===== src/rtl/param_pipe_adder_if.sv =====
// param_pipe_adder_if: valid/ready operand and result bus for param_pipe_adder
interface param_pipe_adder_if #(
  parameter int WIDTH = 8,
  parameter int CNT_W = 16
);
  logic             in_valid;
  logic             in_ready;
  logic [WIDTH-1:0] a;
  logic [WIDTH-1:0] b;
  logic             cin;
  logic             op;
  logic             sat_en;
  logic             out_valid;
  logic             out_ready;
  logic [WIDTH-1:0] sum;
  logic             cout;
  logic             ovf;
  logic [CNT_W-1:0] txn_count;
  modport master (
    output in_valid, a, b, cin, op, sat_en, out_ready,
    input  in_ready, out_valid, sum, cout, ovf, txn_count
  );
  modport slave (
    input  in_valid, a, b, cin, op, sat_en, out_ready,
    output in_ready, out_valid, sum, cout, ovf, txn_count
  );
endinterface


===== src/rtl/param_pipe_adder.sv =====
// param_pipe_adder: pipelined add/subtract with optional saturation, global-stall valid/ready and a handshake counter
module param_pipe_adder #(
  parameter int WIDTH  = 8,
  parameter int STAGES = 3,
  parameter int CNT_W  = 16
) (
  input logic               clk,
  input logic               rst,
  param_pipe_adder_if.slave bus
);
  logic             w_advance;
  logic [WIDTH:0]   w_r;
  logic [WIDTH-1:0] w_sum;
  logic [STAGES-1:0] r_vld;
  logic [STAGES-1:0] r_cout;
  logic [WIDTH-1:0] r_sum [STAGES];
  logic [CNT_W-1:0] r_cnt;
  // Stall control and the arithmetic that feeds stage 0; bit WIDTH of w_r is carry for add and borrow for sub
  always_comb begin
    w_advance = !r_vld[STAGES-1] || bus.out_ready;
    w_r = bus.op ? {1'b0, bus.a} - {1'b0, bus.b} - {{WIDTH{1'b0}}, bus.cin}
                 : {1'b0, bus.a} + {1'b0, bus.b} + {{WIDTH{1'b0}}, bus.cin};
    w_sum = (w_r[WIDTH] && bus.sat_en) ? (bus.op ? '0 : '1) : w_r[WIDTH-1:0];
  end
  // Whole pipeline shifts together when the output slot is free or being taken
  always_ff @(posedge clk) begin
    if (rst) begin
      r_vld  <= '0;
      r_cout <= '0;
      for (int i = 0; i < STAGES; i++) r_sum[i] <= '0;
    end else if (w_advance) begin
      r_vld[0]  <= bus.in_valid;
      r_cout[0] <= w_r[WIDTH];
      r_sum[0]  <= w_sum;
      for (int i = 1; i < STAGES; i++) begin
        r_vld[i]  <= r_vld[i-1];
        r_cout[i] <= r_cout[i-1];
        r_sum[i]  <= r_sum[i-1];
      end
    end
  end
  // Count completed output handshakes, wrapping naturally at the counter width
  always_ff @(posedge clk) begin
    if (rst) r_cnt <= '0;
    else if (r_vld[STAGES-1] && bus.out_ready) r_cnt <= r_cnt + CNT_W'(1);
  end
  assign bus.in_ready  = w_advance;
  assign bus.out_valid = r_vld[STAGES-1];
  assign bus.sum       = r_sum[STAGES-1];
  assign bus.cout      = r_cout[STAGES-1];
  assign bus.ovf       = r_cout[STAGES-1];
  assign bus.txn_count = r_cnt;
endmodule


===== src/flat_wrapper.sv =====
// flat-port wrapper written by rule: the top's interface ports become plain ports
module param_pipe_adder_flat 
#(
  parameter int WIDTH  = 8,
  parameter int STAGES = 3,
  parameter int CNT_W  = 16
)
  (clk, rst, bus_in_valid, bus_a, bus_b, bus_cin, bus_op, bus_sat_en, bus_out_ready, bus_in_ready, bus_out_valid, bus_sum, bus_cout, bus_ovf, bus_txn_count);
  param_pipe_adder_if #(.WIDTH(WIDTH), .CNT_W(CNT_W)) bus_i ();
  input logic clk;
  input logic rst;
  input wire logic [$bits(bus_i.in_valid)-1:0] bus_in_valid;
  input wire logic [$bits(bus_i.a)-1:0] bus_a;
  input wire logic [$bits(bus_i.b)-1:0] bus_b;
  input wire logic [$bits(bus_i.cin)-1:0] bus_cin;
  input wire logic [$bits(bus_i.op)-1:0] bus_op;
  input wire logic [$bits(bus_i.sat_en)-1:0] bus_sat_en;
  input wire logic [$bits(bus_i.out_ready)-1:0] bus_out_ready;
  output wire logic [$bits(bus_i.in_ready)-1:0] bus_in_ready;
  output wire logic [$bits(bus_i.out_valid)-1:0] bus_out_valid;
  output wire logic [$bits(bus_i.sum)-1:0] bus_sum;
  output wire logic [$bits(bus_i.cout)-1:0] bus_cout;
  output wire logic [$bits(bus_i.ovf)-1:0] bus_ovf;
  output wire logic [$bits(bus_i.txn_count)-1:0] bus_txn_count;
  assign bus_i.in_valid = bus_in_valid;
  assign bus_i.a = bus_a;
  assign bus_i.b = bus_b;
  assign bus_i.cin = bus_cin;
  assign bus_i.op = bus_op;
  assign bus_i.sat_en = bus_sat_en;
  assign bus_i.out_ready = bus_out_ready;
  assign bus_in_ready = bus_i.in_ready;
  assign bus_out_valid = bus_i.out_valid;
  assign bus_sum = bus_i.sum;
  assign bus_cout = bus_i.cout;
  assign bus_ovf = bus_i.ovf;
  assign bus_txn_count = bus_i.txn_count;
  param_pipe_adder #(.WIDTH(WIDTH), .STAGES(STAGES), .CNT_W(CNT_W)) u_core (.clk(clk), .rst(rst), .bus(bus_i));
endmodule

===== config.mk =====
export PLATFORM = sky130hd
export DESIGN_NAME = param_pipe_adder_flat
export DESIGN_NICKNAME = d
export VERILOG_FILES = /design/src/rtl/param_pipe_adder_if.sv /design/src/rtl/param_pipe_adder.sv /design/src/flat_wrapper.sv
export SDC_FILE = /design/constraint.sdc
export NUM_CORES = 1
export LEC_CHECK = 0
export CAP_MARGIN = 0
export CORE_ASPECT_RATIO = 0.75
export CORE_MARGIN = 3
export CORE_UTILIZATION = 24
export CTS_BUF_LIST = sky130_fd_sc_hd__clkbuf_8
export CTS_CLUSTER_DIAMETER = 30
export CTS_CLUSTER_SIZE = 20
export DETAILED_ROUTE_END_ITERATION = 16
export PLACE_DENSITY = 0.55
export RECOVER_POWER = 50
export SYNTH_ARGS = -nofsm -noshare
export SYNTH_HDL_FRONTEND = slang
export SYNTH_SLANG_ARGS = --single-unit

===== constraint.sdc =====
create_clock -name clk -period 3.9 [get_ports clk]
set_clock_uncertainty 0.1 [all_clocks]
set_input_delay 0.78 -clock clk [delete_from_list [all_inputs] [get_ports clk]]
set_output_delay 0.78 -clock clk [all_outputs]
set_load 0.005 [all_outputs]

==> impl_metrics.yaml, run 1 <==
power_and_ir_drop:
  finalPower_mw: 1.222
  pwr-share-seq_pct: 44.9
  intPower_mw: 0.9205
  ir_drop_v: 0.0001656
  swShare_pct: 24.66
  switchingPower_mw: 0.3013
  power.leakage_nw: 1.508
  p_per_area_nw_per_um2: 336.2
  power_frac_clock_pct: 33.4
  power_frac_comb_pct: 21.6
placement:
  io_buffers: 50
  dp.final_hpwl_um: 4330
  routabilityCongestion: 0.8600
clock_network:
  path_clk_slew_ns: 0.08
  hold_buffers: 0
  insertion_delay_ns: 0.30
  cts_setup_buffers: 0
  cts-root-buf: "clkbuf_8"
  cts_tree: "built"
  ctsResizeCount: 0
  cts_sinks: 46
  htreeDepth: 2
  numCtsBuffers: 5
  clock_path_buffers: 2
grt:
  grt_use_total_pct: 8.282
  grt-ovfl-total: 0
  grt_max_degree: 25
  grt_pass1_wl_um: 9163
  grt_pass1_vias: 2008
  antenna_found_initial: 0
synth:
  avgSynthCellArea_um2: 9.317
  synth_area_um2: 2879
  synth-edff-count: 24
  yosysSeqAreaShare_pct: 40.33
  synth-seq-cells: 46
  synth.largest_area_cell: "edfxtp_1"
  synthFlopType: "edfxtp_1"
  syn_nets: 358
  yosysUniqueCellTypes: 44
  postSynthCellCount: 309
  async_flop_share_pct: 0
  yosysWarningCount: 0
  synth.area.top_cells: "edfxtp_1 25%, dfxtp_1 15%, ha_1 9.6%, xor2_1 4.3%, and2_1 3.7%"
  synth_top_area_share_pct: 25.03
floorplanning:
  ioPinCount: 51
  row_count: 33
  die_w_um: 132.5
  die-area_um2: 13360
  core_area_um2: 11310
  start_util_pct: 25.45
  dieHeight_um: 100.9
job:
  maxCapViolCount: 0
final_layout:
  area_growth_pct: 26.21
  antennaDiodeCount: 0
  final_cell_mix: "35 x clkdlybuf4s50_1, 28 x inv_1, 24 x nand2_1, 24 x edfxtp_1"
  nNetsFinal: 400
  drive_gt1_share_pct: 4.830
  nFillCells: 1171
  final_common_cell: "clkdlybuf4s50_1"
routing:
  wl_um: 5567
  viasPerCell: 4.322
  dr.pass1.iters: 4
  route.detailed.drc: 0
  wl_per_cell_um: 10.94
  vias: 2200
  postRouteAntennaNets: 0
  drt_iter0_markers: 172
critical_path:
  cp_slowest_cell: "clkdlybuf4s50_1"
  path_delay_family: "simple AND/OR/NAND/NOR gates"
  worstPathRequired_ns: 3.91
  cp-start-kind: "input pin"
  crit_arrival_ns: 3.56
  cp_num_buf_inv: 4
  worstSetupEndpointType: "flip-flop"
  r2r_slack_ns: 1.75
  crit_cells: 12
  max_stage_delay_ns: 0.48
  r2r_cells: 4
  crit_path_cell_trace: "clkdlybuf4s50_1, inv_1, ha_1, inv_1, ha_1, and3_1, a31oi_1, or3_1, nand4_1, buf_4, nand2_1, a221oi_2"
  critical_path.max_fanout: 9
  crit_type: "input pin to flip-flop"
sta:
  tightest_slew_ns: 1.247
  post-route-min-period_ns: 3.546
  relSlewSlack_pct: 16.86
  rsz0062_at_grt: "no"
  max_freq_mhz: 282.0
  slew_viol_final: 0
  finalSetupViolCount: 0
  hold_viol: 0
  finalHoldWorstSlack_ns: 0.3557
  finalCritPeriodShare_pct: 90.92
  finalSetupTns_ns: 0
worst_hold_path:
  holdPathStages: 2
  min_path_type: "flip-flop to flip-flop"
outcome:
  run_status: "finished, final reports clean"
cells by family (layout without fill, tap and decap cells):
kind of cell | Yosys count | count (layout) | synth area share, %
xor+xnor | 19 | 19 | 5.780
flops | 46 | 46 | 40.33
compound gates | 55 | 55 | 12.43
simple gates | 110 | 110 | 20.03
fa+ha+maj | 26 | 26 | 12.34
mux | 3 | 3 | 1.043
buf+inv | 50 | 93 | 8.040
sequential cells by signal (all words and copies together), names as in the netlist:
signal	cells
u_core.r_sum	24
u_core.r_vld	3
u_core.bus.txn_count	16
u_core.r_cout	3
worst register-to-register path: cells and delay by family, from the launching register on:
| family | cells | cell delay (ns) |
|---|---|---|
| buf+inv | 2 | 1.11 |
| flops | 1 | 0.32 |
| simple gates | 2 | 0.24 |
cell type report:
class                           count  area (µm²)  share of cell area, %
Sequential cell                    46        1161                  31.96
Clock buffer                        5       68.82                  1.894
Inverter                           28       105.1                  2.893
Clock inverter                      3       63.81                  1.756
Multi-Input combinational cell    213        1493                  41.08
Timing Repair Buffer               57       545.5                  15.01
Tap cell                          157       196.4                  5.406
power groups by stage:
| stage | registers, mW | logic [mW] | clock network, mW |
|---|---|---|---|
| detailed placement | 0.561 | 0.263 | 0 |
| global placement | 0.560 | 0.262 | 0 |
| CTS | 0.549 | 0.265 | 0.420 |
| floorplan | 0.558 | 0.185 | 0 |
| global route | 0.552 | 0.298 | 0.438 |
| finish | 0.549 | 0.264 | 0.409 |
synth_stat cells, types with 2 or more instances:
cell	number
a21oi_1	21
dfxtp_1	22
o21ai_0	10
inv_1	27
o31ai_1	6
edfxtp_1	24
or3_1	7
a31oi_1	3
buf_2	2
and3_1	6
ha_1	22
nor3_1	7
xor2_1	14
nor2_1	20
xnor2_1	5
a221oi_1	2
and2_1	17
clkbuf_1	8
nand2b_1	5
a211oi_1	2
nand3b_1	2
o211a_1	2
fa_1	4
mux2i_1	3
nand3_1	5
buf_4	11
or3b_1	2
nand4_1	7
nand2_1	24
nor2b_1	4
o21a_1	2
per-stage QoR:
stage               setup slack [ns]  utilization [%]  area, µm²  std cells
floorplan                     0.7726                -       2879        309
global placement              0.1393            30.96       3502        501
detailed placement          0.006981            30.96       3502        501
CTS                           0.3068            32.13       3635        509
global route                  0.1020            32.12       3633        509
finish                        0.3541            32.12       3633        509
final timing paths:
path                    start                   to
max                  bus_a[6]   u_core.r_sum[0][1]
min          u_core.r_cout[1]     u_core.r_cout[2]
max reg2reg   u_core.r_vld[2]  u_core.r_sum[0][15]
min reg2reg  u_core.r_cout[1]     u_core.r_cout[2]
routing by layer:
layer	wire (µm)	GRT usage [%]	vias to the layer above	part of all wire, %
li1	-	-	1144	-
met1	2971	11.98	981	53
met2	2221	12.50	70	40
met3	321	1.697	5	5.8
met4	53	2.396	0	0.95
met5	0	0	-	0
Note: power is estimated with default switching activity, not from simulation.
==> run 2: changes to the inputs <==
--- a/config.mk
+++ b/config.mk
@@ -13,6 +13,7 @@
 export CTS_CLUSTER_DIAMETER = 30
 export CTS_CLUSTER_SIZE = 20
 export DETAILED_ROUTE_END_ITERATION = 16
+export GPL_ROUTABILITY_DRIVEN = 1
 export PLACE_DENSITY = 0.55
 export RECOVER_POWER = 50
 export SYNTH_ARGS = -nofsm -noshare
==> results of run 2 <==
Final layout, timing and power as in run 1 (identical DEF).
